===== config.mk =====
export PLATFORM = sky130hd
export DESIGN_NAME = axis_rr_arbiter_8to1
export DESIGN_NICKNAME = d
export VERILOG_FILES = /design/src/rtl/axis_rr_arbiter_8to1.sv
export SDC_FILE = /design/constraint.sdc
export NUM_CORES = 1
export LEC_CHECK = 0
export CAP_MARGIN = 20
export CORE_MARGIN = 5
export CORE_UTILIZATION = 30
export CTS_CLUSTER_SIZE = 14
export DETAILED_ROUTE_END_ITERATION = 8
export PLACE_DENSITY = 0.75
export SKIP_LAST_GASP = 1
export SYNTH_ARGS = -nofsm -noshare
export SYNTH_HDL_FRONTEND = slang
export SYNTH_SLANG_ARGS = --single-unit

===== constraint.sdc =====
create_clock -name clk -period 7.3 [get_ports clk]
set_input_delay 1.46 -clock clk [delete_from_list [all_inputs] [get_ports clk]]
set_output_delay 1.46 -clock clk [all_outputs]
set_load 0.01 [all_outputs]

===== src/rtl/axis_rr_arbiter_8to1.sv =====
// Packet-aware round-robin arbiter: eight AXI-Stream sources share one sink.
// The grant is held from the first beat to the accepted tlast beat.
module axis_rr_arbiter_8to1 #(
    parameter int WIDTH = 16,
    parameter int CNT_W = 16
) (
    input  logic                 clk,
    input  logic                 rst_n,
    input  logic [8*WIDTH-1:0]   s_data,
    input  logic [7:0]           s_valid,
    input  logic [7:0]           s_last,
    output logic [7:0]           s_ready,
    output logic [WIDTH-1:0]     m_data,
    output logic                 m_valid,
    output logic                 m_last,
    input  logic                 m_ready,
    input  logic [7:0]           src_mask,
    output logic                 grant_valid,
    output logic [2:0]           grant_idx,
    output logic [CNT_W-1:0]     beat_cnt,
    output logic [CNT_W-1:0]     pkt_cnt
);

    typedef enum logic {
        IDLE = 1'b0,
        BUSY = 1'b1
    } state_t;

    state_t           state;
    state_t           state_nxt;
    logic [2:0]       last_grant;
    logic [7:0]       req;
    logic             rr_found;
    logic [2:0]       rr_winner;
    logic             accept;
    logic [WIDTH-1:0] src_data [8];

    // First set bit of r scanning upward from last+1, wrapping; MSB = found.
    function automatic logic [3:0] rr_pick(input logic [7:0] r, input logic [2:0] last);
        logic [3:0] res;
        logic [2:0] idx;
        res = 4'b0;
        for (int k = 1; k <= 8; k++) begin
            idx = last + 3'(k);
            if (!res[3] && r[idx]) begin
                res = {1'b1, idx};
            end
        end
        return res;
    endfunction

    function automatic logic [CNT_W-1:0] sat_inc(input logic [CNT_W-1:0] v);
        return (&v) ? v : v + CNT_W'(1);
    endfunction

    for (genvar i = 0; i < 8; i++) begin : g_unpack
        assign src_data[i] = s_data[i*WIDTH +: WIDTH];
    end

    assign req = s_valid & src_mask;
    assign {rr_found, rr_winner} = rr_pick(req, last_grant);

    always_comb begin
        state_nxt = state;
        s_ready   = '0;
        m_data    = '0;
        m_valid   = 1'b0;
        m_last    = 1'b0;
        accept    = 1'b0;
        case (state)
            IDLE: begin
                if (rr_found) begin
                    state_nxt = BUSY;
                end
            end
            BUSY: begin
                m_data             = src_data[grant_idx];
                m_valid            = s_valid[grant_idx];
                m_last             = s_last[grant_idx];
                s_ready[grant_idx] = m_ready;
                accept             = m_valid & m_ready;
                if (accept && m_last) begin
                    state_nxt = IDLE;
                end
            end
            default: state_nxt = IDLE;
        endcase
        // Reset blanks the handshake at once so a mid-packet beat is never accepted.
        if (!rst_n) begin
            state_nxt = IDLE;
            s_ready   = '0;
            m_data    = '0;
            m_valid   = 1'b0;
            m_last    = 1'b0;
            accept    = 1'b0;
        end
    end

    always_ff @(posedge clk) begin
        if (!rst_n) begin
            state       <= IDLE;
            grant_valid <= 1'b0;
            grant_idx   <= 3'd0;
            last_grant  <= 3'd7;
            beat_cnt    <= '0;
            pkt_cnt     <= '0;
        end else begin
            state <= state_nxt;
            case (state)
                IDLE: begin
                    if (rr_found) begin
                        grant_idx   <= rr_winner;
                        last_grant  <= rr_winner;
                        grant_valid <= 1'b1;
                        beat_cnt    <= '0;
                    end
                end
                BUSY: begin
                    if (accept) begin
                        beat_cnt <= sat_inc(beat_cnt);
                        if (m_last) begin
                            grant_valid <= 1'b0;
                            pkt_cnt     <= pkt_cnt + CNT_W'(1);
                        end
                    end
                end
                default: ;
            endcase
        end
    end

endmodule


After elaboration in Yosys (flattened, before gate mapping)
Cells that the tools add are included.
{"block": "op_classes", "add_sub_neg": 9, "mul": 0, "div_mod_pow": 0, "order_cmp": 11, "n_eq_ne": 4, "n_shift": 0, "mux": 54, "n_bitwise": 5, "reduce_logical": 21}
{"op": "$mux W16", "count": 7}
{"op": "$bmux W16 S3", "count": 1}
{"op": "$lt A3 B4 Y1 const B", "count": 9}
{"op": "$add A16 B1 Y16 const B", "count": 2}
{"op": "$mux W4", "count": 8}
{"op": "$pmux W16 S2", "count": 1}
{"op": "$bmux W1 S3", "count": 10}
{"op": "$mux W1", "count": 22}
{"op": "$and A8 B8 Y8", "count": 2}
{"op": "$mux W8", "count": 2}
{"op": "$reduce_and A16 Y1", "count": 1}
{"op": "$add A3 B3 Y3 const B", "count": 4}
{"op": "$logic_and A1 B1 Y1", "count": 9}
{"op": "$reduce_and A3 Y1", "count": 3}
{"op": "$logic_not A1 Y1", "count": 7}
{"op": "$add A3 B2 Y3 const B", "count": 2}
{"op": "$ne A2 B2 Y1 const B", "count": 3}
{"op": "$ge A4 B4 Y1 const B", "count": 1}
{"op": "$not A3 Y4", "count": 1}
{"op": "$pmux W1 S2", "count": 2}
{"op": "$add A3 B1 Y3 const B", "count": 1}
{"op": "$demux W1 S3", "count": 1}
{"op": "$ge A3 B1 Y1 const B", "count": 1}
{"op": "$ne A2 B1 Y1 const B", "count": 1}
{"op": "3 further kinds", "count": 3}
{"block": "totals", "regBits": 40, "latchBits": 0, "ramBits": 0, "mem_bits_ro": 0, "inputBits": 155, "out_inout_bits": 62, "wordCells": 110, "memories": 0}

Logic depth before layout (Yosys ltp)
{"block": "logic_depth", "depth_word": 27, "ltp_mapped": 12, "mapped_depth_nobuf": 9}

Least setup slack after synthesis
No wires, ideal clock.
{"block": "synth_timing", "kind": "input -> output", "startpoint": "input port rst_n", "endpoint": "output port m_data[10]", "t_arrival_ps": 2345, "required_ps": 5840, "path_slack_ps": 3495, "path_stages": 4, "path_buffers": 2, "cell_sequence": "clkbuf_1 -> nand2_1 -> clkbuf_1 -> nor2_1"}
{"block": "synth_between", "elab_chain_len": 1}
{"element": "start: declaration", "line_no": "8", "rtl": "input logic rst_n,"}
{"element": "$mux W16", "line_no": "89", "rtl": "if (!rst_n) begin"}
{"element": "end: declaration", "line_no": "13", "rtl": "output logic [WIDTH-1:0] m_data,"}
Every way passes these cells.

Final worst setup path
{"block": "layout_timing", "startpoint": "input port rst_n", "endpoint": "output port m_valid"}
{"block": "layout_between", "elab_chain_len": 1}
{"element": "$mux W1", "line_no": "89"}
{"element": "end: declaration", "line_no": "14", "rtl": "output logic m_valid,"}
Every way passes these cells.

==> results.sh <==
export IMPL_vias=4546
export IMPL_yosys_top_cells_area="mux4_2 (28%), dfxtp_1 (19%), mux2i_1 (7.0%)"
export IMPL_drive_above_1_share_pct=11.8
export IMPL_ys_ff_latch=40
export IMPL_p_int_uw=951
export IMPL_wl_per_cell_um=19.1
export IMPL_post_cts_buffers=0
export IMPL_cp_required_ns=5.84
export IMPL_synth_distinct_cells=57
export IMPL_syn_nets=606
export IMPL_tns_ns=0
export IMPL_rr_worst_depth=9
export IMPL_power_density_mw_per_mm2=247
export IMPL_clock_sinks=40
export IMPL_max_freq_mhz=193
export IMPL_hold_buffers=0
export IMPL_final_cells=823
export IMPL_htree_levels=2
export IMPL_reg2reg_slack_ns=3.35
export IMPL_start_util_pct=30.2
export IMPL_cts_buffer_depth=2
export IMPL_viasPerCell=5.52
export IMPL_cp_arrival_ns=3.72
export IMPL_whs_endpoint="grant_valid$_SDFFE_PN0P_"
export IMPL_nNetsFinal=801
export IMPL_clockPowerShare_pct=15.8
export IMPL_worst_pin_slew_ns=1.04
export IMPL_power_mw=1.63
export IMPL_reg2reg_from="last_grant[0]$_SDFFE_PN1P_"
export IMPL_synthesis_instances=447
export IMPL_drc=0
export IMPL_portBuffers=216
export IMPL_yosysWarnings=0
export IMPL_gr_total_overflow=0
export IMPL_grt_pass1_vias=4525
export IMPL_cp_start_kind="primary input"
export IMPL_die_y_um=127
export IMPL_post_route_worst_setup_slack_ns=2.12
export IMPL_area_delta_synth_final_pct=59.5
export IMPL_path_max_fanout=38
export IMPL_row_count=43
export IMPL_clockRootBuffer="clkbuf_16"
export IMPL_dp_hpwl_um=12900
export IMPL_cts_repair_resized=0
export IMPL_status="finished, final reports clean"
export IMPL_grt_start_max_net_pins=47
export IMPL_maxSlewHeadroom_pct=29.8
export IMPL_die_area_mm2=0.0163
export IMPL_seq_power_share_pct=18.2
export IMPL_wl_um=15800
export IMPL_ios=217
export IMPL_syn_avg_cell_area_um2=9.27
export IMPL_rsz0062_at_grt="false"
export IMPL_synth_top_area_share_pct=27.7
export IMPL_synth_seq_area_share_pct=19.3
export IMPL_synthArstFlopShare_pct=0
export IMPL_tritoncts="yes"
export IMPL_p_leak_nw=2.22
export IMPL_post_route_min_period_ns=5.18
export IMPL_dr_pass1_iters=5
export IMPL_maxCapViolCount=0
export IMPL_synth_area_mm2=0.00414
export IMPL_globalplace_congestion=0.951
export IMPL_num_antenna_cells=0
export IMPL_track_usage_pct=18.8
export IMPL_switching_power_uw=683
export IMPL_crit_type="in -> out"
export IMPL_ant_nets=0
export IMPL_drt_iter0_drc=309
export IMPL_holdWs_ns=0.494
export IMPL_worst_setup_path_end_kind="output pin"
export IMPL_place_inst=814
export IMPL_core_area_mm2=0.0137
export IMPL_yosys_area_top_type="mux4_2"
export IMPL_hp_class="reg -> reg"
export IMPL_grt_pass1_wl_um=24700
export IMPL_ys_flop_type="dfxtp_1"
export IMPL_finalCritPeriodShare_pct=71.0
export IMPL_setup_violations=0
export IMPL_p_comb_share_pct=66.0
export IMPL_drv_slew=0
export IMPL_p_sw_share_pct=41.8
export IMPL_fin_skew_ns=0.00491
export IMPL_grt_antenna_before_repair=0
export IMPL_r2r_end="beat_cnt[2]$_SDFFE_PN0P_"
export IMPL_ir_worst_vdd_mv=0.105
export IMPL_path_clk_slew_ns=0.06
export IMPL_clk_latency_ns=0.28
export IMPL_hold_viol=0
export IMPL_synth_enable_flop_cells=0
export IMPL_hold_start="grant_valid$_SDFFE_PN0P_"
export IMPL_numCtsBuffers=5
export IMPL_holdPathStages=2
export IMPL_die_x_um=127
export IMPL_preCtsSetupSlack_ns=2.14
==> cell usage after synthesis (4+ instances only) <==
cell type	instances
o31ai_1	6
a21oi_1	14
inv_1	10
nand3_1	38
o21ai_0	11
nand2_1	38
mux2i_1	29
nor2_1	48
nor3_1	8
o2111ai_1	7
xnor2_1	6
ha_1	4
and4_1	4
and2_1	11
nand4_1	5
buf_2	9
buf_1	9
clkbuf_1	14
xor2_1	11
nand3b_1	15
nand2b_1	5
mux4_2	51
dfxtp_1	40
==> critical path, stage by stage <==
cell and delay (ns):
clkdlybuf4s50_1 0.46, buf_4 0.36, nand2_1 0.52, nor2_1 0.32, clkdlybuf4s50_1 0.58
==> worst max path at each step <==
stage,startpoint,end,slack [ns],cells after the start
2_1_floorplan,rst_n,m_data[10],3.49,4
3_3_place_gp,rst_n,m_last,2.19,5
3_5_place_dp,rst_n,m_last,2.14,5
4_1_cts,rst_n,m_valid,2.13,5
5_1_grt,rst_n,m_valid,1.93,5
6_report,rst_n,m_valid,2.12,5
==> logic make-up after synthesis <==
group,synth area share [%]
AOI/OAI and AO/OA,13.0
and+or+nand+nor,22.1
buffers and inverters,4.80
DFF,19.3
xor gates and xnor gates,3.99
adders and majority gates,1.21
muxes,35.6
==> sequential cells by signal, summed over array words and instances (netlist names) <==
name / count
state: 1
pkt_cnt: 16
last_grant: 3
grant_valid: 1
grant_idx: 3
beat_cnt: 16
==> metal layers <==
layer	GRT usage, %	share of wire (%)	vias up	wire [µm]
li1	-	-	2111	-
met3	4.47	7.9	35	1240
met5	0	0	-	0
met4	5.80	3.2	0	503
met2	33.3	50	191	7870
met1	22.4	39	2209	6140
==> power groups by stage <==
stage | logic [mW] | clock network [mW] | registers (mW)
6_report | 1.08 | 0.258 | 0.298
4_1_cts | 1.08 | 0.263 | 0.300
3_5_place_dp | 1.07 | 0 | 0.305
2_1_floorplan | 0.826 | 0 | 0.256
3_3_place_gp | 1.06 | 0 | 0.303
5_1_grt | 1.17 | 0.273 | 0.307
==> cell type report <==
type / count / area [µm²]
clock buffers: 6 / 139
clock inverters: 2 / 38.8
fillers: 1245 / 7110
inverters: 12 / 45.0
multi-input cells: 360 / 3140
flip-flops and latches: 40 / 802
well taps: 180 / 225
repair buffers: 223 / 2210
==> stage by stage <==
stage / utilization, % / area (µm²)
2_1_floorplan: - / 4140
3_3_place_gp: 46.8 / 6420
3_5_place_dp: 46.8 / 6420
4_1_cts: 48.1 / 6600
5_1_grt: 48.2 / 6610
6_report: 48.2 / 6610
==> cells in the final DEF (no fill, tap or decap), types with 4 or more instances in the layout <==
cell             count
nand4_1              5
mux2i_1             29
xor2_1              11
nand3_1             38
nor3_1               8
mux4_2              51
clkdlybuf4s50_1    216
nor2_1              48
xnor2_1              6
nand2_1             38
o21ai_0             11
buf_4                7
o2111ai_1            7
a21oi_1             14
and4_1               4
clkbuf_16            5
ha_1                 4
nand3b_1            15
inv_1               10
nand2b_1             5
o31ai_1              6
and2_1              11
dfxtp_1             39
Note: power is estimated with default switching activity, not from simulation.
==> patch 1 (same flow settings) <==
Make the reset (`rst_n`) asynchronous in one clocked block.
--- a/src/rtl/axis_rr_arbiter_8to1.sv
+++ b/src/rtl/axis_rr_arbiter_8to1.sv
@@ -97,5 +97,5 @@
     end
 
-    always_ff @(posedge clk) begin
+    always_ff @(posedge clk or negedge rst_n) begin
         if (!rst_n) begin
             state       <= IDLE;
Check against the original RTL: differs if rst_n is asserted again (counterexample within 4 cycles, from zero or initial values and one cycle with rst_n low); with rst_n held inactive, the same outputs for 4 cycles.
==> patch 1 against the original RTL <==
Fmax up 2.7%; synthesized area shrank 2.2%; combinational power rose by 21%; sequential power is 39% higher; sequential cell count stayed put; routed wire length shrank 0.32%; final area shrank 1.7%; power increased by 19%; setup slack better by 130 ps.
==> patch 1: results (changes against the original RTL) <==
| Metric | Value |
|---|---|
| Pin count of the biggest net entering global routing | 44 (-6.4%) |
| Final estimated routing congestion in global placement | 0.904 (-4.9%) |
| Fraction of registers with async set/reset | 1.00 (+1.00) |
| Fraction of layout cells with a size suffix above 1 | 0.121 (+0.00327) |
| Source-to-sink clock delay at the later pin of the worst-skew pair | 280 ps (about the same) |
| Worst slew margin relative to its limit | 0.337 (+0.0386) |
| First-pass GRT wire length | 24400 µm (-0.92%) |
| Cell types with the highest counts after synthesis | sky130_fd_sc_hd__nor2_1, sky130_fd_sc_hd__mux4_2, sky130_fd_sc_hd__dfrtp_1 |
| Cell area after placement | 6330 µm² (-1.4%) |
| Final wirelength | 15700 µm (-0.32%) |
| Largest voltage drop on the vdd net | 0.195 mV (+86%) |
| Total Nets Final | 759 (-5.2%) |
| CTS max path bufs | 2 (unchanged) |
| Most used flip-flop cell after synthesis | sky130_fd_sc_hd__dfrtp_1 |
| Mean number of vias per cell | 5.37 (-2.8%) |
| Distinct cell type count after synthesis | 59 (+3.5%) |
| Run status | finished, final reports clean |
| Total Routing Usage GR | 0.191 (+0.00277) |
| Via count of the first global-routing pass | 4402 (-2.7%) |
| Yosys warning count | 0 (unchanged) |
| PostCTS Resize Cnt | 0 (unchanged) |
| Static leakage power | 2.44 nW (+9.9%) |
| Net count of the mapped netlist | 559 (-7.8%) |
| First DRT Iteration DRCs | 259 (-16%) |
| Biggest regs | beat_cnt (16), pkt_cnt (16) |
| Clock slew at the register clock pins of the worst setup and hold paths | 60 ps (about the same) |
| Fillers | 1220 (-2.0%) |
| Initial antenna violation count | 4 (+4) |
| Part of the Yosys area used for sequential elements | 0.248 (+0.0546) |
| Number of buffers inserted by port buffering | 216 (unchanged) |
| Worst min path class | flop to flop |
| Number of buffers added by the clock tree synthesis step | 5 (unchanged) |
| Post-placement setup slack | 2210 ps (+69.2 ps) |
| Clock skew | 2.60 ps (-2.32 ps) |
| Top area cells in the synthesized netlist | sky130_fd_sc_hd__dfrtp_1, sky130_fd_sc_hd__mux4_2, sky130_fd_sc_hd__mux2i_1, sky130_fd_sc_hd__nor2_1, sky130_fd_sc_hd__xnor2_1 |
| Post-CTS Repair Setup Buffers | 0 (unchanged) |
| Placed wire-length estimate after detailed placement | 12900 µm (+0.11%) |
| Maximum fanout encountered on the critical timing path | 26 (-32%) |
| Deepest level of the CTS H-tree | 2 (unchanged) |
| Worst endpoint data arrival time | 3580 ps (-140 ps) |
| Drt pass-1 iters | 5 (unchanged) |
| CTS Root Cell | sky130_fd_sc_hd__clkbuf_16 |
## patch 1: changes by cell type in the layout (fill, tap and decap cells not counted), moves of 10 or more
cell,change
sky130_fd_sc_hd__a21oi_1,-11
sky130_fd_sc_hd__dfrtp_1,+35
sky130_fd_sc_hd__dfxtp_1,-39
sky130_fd_sc_hd__mux4_2,-10
sky130_fd_sc_hd__nand3_1,-18
sky130_fd_sc_hd__nand3b_1,-15
sky130_fd_sc_hd__nor2_1,+13
sky130_fd_sc_hd__xnor2_1,+15
## patch 1: path summary, 6_finish.rpt
check,from,endpoint,slack [ps],cells past startpoint
setup reg to reg,last_grant[0],grant_idx[1],3520,8
max in group asynchronous,rst_n,last_grant[1],5480,2
min in group asynchronous,rst_n,beat_cnt[6],1100,1
hold / removal,pkt_cnt[15],pkt_cnt[15],480,1
setup / recovery,rst_n,m_data[11],2260,5
hold reg to reg,pkt_cnt[15],pkt_cnt[15],480,1
## patch 1: cell type report
type	count	area, µm²	area share
multi-input combinational	325	2890	0.445
timing repair buffer	219	2180	0.336
sequential	40	1010	0.155
tap	176	220	0.0339
clock buffer	6	139	0.0214
inverter	9	33.8	0.00520
clock inverter	2	15.0	0.00231
antenna	4	10.0	0.00154
## patch 1: power by group
group / total [W] / leakage (nW) / switching [W] / internal, W
Clock: 0.000223 / 0.0691 / 0.0000875 / 0.000136
Combinational: 0.00131 / 1.85 / 0.000614 / 0.000700
Sequential: 0.000414 / 0.525 / 0.000151 / 0.000264
Total: 0.00195 / 2.44 / 0.000852 / 0.00110
## patch 1: cell families (layout without fill, tap and decap cells)
family,count (synthesis),count (layout),synth area share
simple gates,169,169,0.207
mux,74,74,0.336
compound gates,45,45,0.0846
flops,40,40,0.248
buf+inv,35,236,0.0392
xor+xnor,33,33,0.0732
fa+ha+maj,4,4,0.0124
other cells,0,4,0
## patch 1: metal layers
layer  GRT usage  vias up  part of all wire  wire (µm)
met1       0.234     2057              0.41       6410
met5           0        -                 0          0
met4      0.0568        0             0.016        254
li1            -     1922                 -          -
met3      0.0466       20             0.078       1220
met2       0.331      196              0.50       7820
## patch 1: critical path, cell delays in order
cell and delay [ps]:
sky130_fd_sc_hd__buf_2 340, sky130_fd_sc_hd__buf_4 390, sky130_fd_sc_hd__nand2_1 530, sky130_fd_sc_hd__nor2_1 270, sky130_fd_sc_hd__clkdlybuf4s50_1 570
## patch 1: through the flow
step	instances	power, W	hold WS, ps
2_1_floorplan	400	0.00135	508
3_3_place_gp	769	0.00171	461
3_5_place_dp	769	0.00173	466
4_1_cts	777	0.00196	486
5_1_grt	781	0.00210	491
6_report	781	0.00195	482
==> patch 2 (same settings) <==
Made on the original files. The parameter `WIDTH` goes from 16 to 18.
--- a/src/rtl/axis_rr_arbiter_8to1.sv
+++ b/src/rtl/axis_rr_arbiter_8to1.sv
@@ -2,5 +2,5 @@
 // The grant is held from the first beat to the accepted tlast beat.
 module axis_rr_arbiter_8to1 #(
-    parameter int WIDTH = 16,
+    parameter int WIDTH = 18,
     parameter int CNT_W = 16
 ) (
Ports: changed (resized m_data and s_data); port bits go from 217 to 235. The function was not compared with the original's and may differ.
==> patch 2 against the original RTL <==
Clock power down 5%; non-clock buffer count up 15; synthesized area up 2.1%; setup slack better by 12 ps; critical path depth unchanged; final area up 3.4%; synthesized cell count up 0.89%; routed wire length up 9.2%; sequential cell count unchanged; power down 1.4%; highest routed layer unchanged.
==> patch 2: results (changes against the original RTL) <==
| Metric | Value |
|---|---|
| Number of buffers inserted by port buffering | 234 (+8.3%) |
| Fraction of layout cells with a size suffix above 1 | 0.123 (+0.00472) |
| Worst slew margin relative to its limit | 0.356 (+0.0577) |
| Routed wire length on met3 | 1540 µm (+24%) |
| Final cell count without fillers | 845 (+2.7%) |
| Logic depth of the worst register-to-register path | 8 (-1) |
| Initial antenna violation count | 6 (+6) |
| Final estimated routing congestion in global placement | 1.06 (+12%) |
| CTS max path bufs | 2 (unchanged) |
| Yosys warning count | 0 (unchanged) |
| Final wirelength | 17200 µm (+9.2%) |
| Clock skew | 7.05 ps (+2.14 ps) |
| Part of the Yosys area used for sequential elements | 0.189 (-0.00406) |
| Run status | finished, final reports clean |
| Largest voltage drop on the vdd net | 0.111 mV (+5.7%) |
| First-pass GRT wire length | 25800 µm (+4.5%) |
| First DRT Iteration DRCs | 201 (-35%) |
| Maximum fanout encountered on the critical timing path | 39 (+2.6%) |
| Met1 wire length | 6360 µm (+3.5%) |
| Wire length on met2 | 8700 µm (+11%) |
| Source-to-sink clock delay at the later pin of the worst-skew pair | 280 ps (about the same) |
| Switching share of total power | 0.418 (about the same) |
| Net count of the mapped netlist | 626 (+3.3%) |
| Total Routing Usage GR | 0.198 (+0.0101) |
| Worst endpoint data arrival time | 3710 ps (about the same) |
| Mean number of vias per cell | 5.46 (-1.2%) |
| Drt pass-1 iters | 4 (-1) |
| Cell types with the highest counts after synthesis | sky130_fd_sc_hd__mux4_2, sky130_fd_sc_hd__nor2_1, sky130_fd_sc_hd__dfxtp_1 |
| Synthesized area per cell | 9.38 µm² (+1.2%) |
| Top area cells in the synthesized netlist | sky130_fd_sc_hd__mux4_2, sky130_fd_sc_hd__dfxtp_1, sky130_fd_sc_hd__mux2i_1, sky130_fd_sc_hd__nor2_1, sky130_fd_sc_hd__nand3_1 |
| Placed wire-length estimate after detailed placement | 14100 µm (+9.3%) |
| Static leakage power | 2.28 nW (+2.4%) |
| Distinct cell type count after synthesis | 62 (+8.8%) |
| Total Nets Final | 833 (+4.0%) |
| Slack of the worst reg-to-reg path | 2810 ps (-540 ps) |
## patch 2: layout make-up
type                            instances  area [µm²]
Timing Repair Buffer                  238        2370
Clock buffer                            6         129
Clock inverter                          2        35.0
Sequential cell                        40         805
Tap cell                              180         225
Multi-Input combinational cell        362        3210
Inverter                               11        41.3
Fill cell                            1281        7050
Antenna cell                            6        15.0
## patch 2: power by group through the flow
stage / combinational [W] / sequential, W / clock, W
2_1_floorplan: 0.000823 / 0.000258 / 0
3_3_place_gp: 0.00106 / 0.000304 / 0
3_5_place_dp: 0.00106 / 0.000304 / 0
4_1_cts: 0.00107 / 0.000299 / 0.000250
5_1_grt: 0.00116 / 0.000307 / 0.000260
6_report: 0.00107 / 0.000298 / 0.000244
## patch 2: worst paths after layout
path                 endpoint
setup / recovery    m_data[1]
hold / removal    grant_valid
setup reg to reg  beat_cnt[2]
hold reg to reg   grant_valid
## patch 2: kinds of logic after synthesis
kind of cell    share of synthesized area
flops                               0.189
simple gates                        0.224
buf+inv                            0.0521
compound gates                      0.122
mux                                 0.362
fa+ha+maj                          0.0118
xor+xnor                           0.0390
## patch 2: worst reg2reg max path, delay by kind of cell, from the launching register on
kind                     cells  cell delay [ps]
multiplexers                 1              450
buffers and inverters        2              670
flip-flops                   1              830
AO/OA/AOI/OAI                2             1050
AND/OR/NAND/NOR              2              750
adder cells (fa/ha/maj)      1              690
## patch 2: metrics by stage
step | total power (W) | area (µm²) | setup WS (ps)
finish | 0.00161 | 6830 | 2130
global route | 0.00172 | 6830 | 1990
CTS | 0.00162 | 6820 | 2130
detailed placement | 0.00137 | 6650 | 2140
global placement | 0.00136 | 6650 | 2250
floorplan | 0.00108 | 4230 | 3560
## patch 2: metal layers
metal,GRT usage,vias up
met4,0.0815,0
met1,0.224,2218
met3,0.0502,32
met5,0,-
met2,0.353,210
li1,-,2152
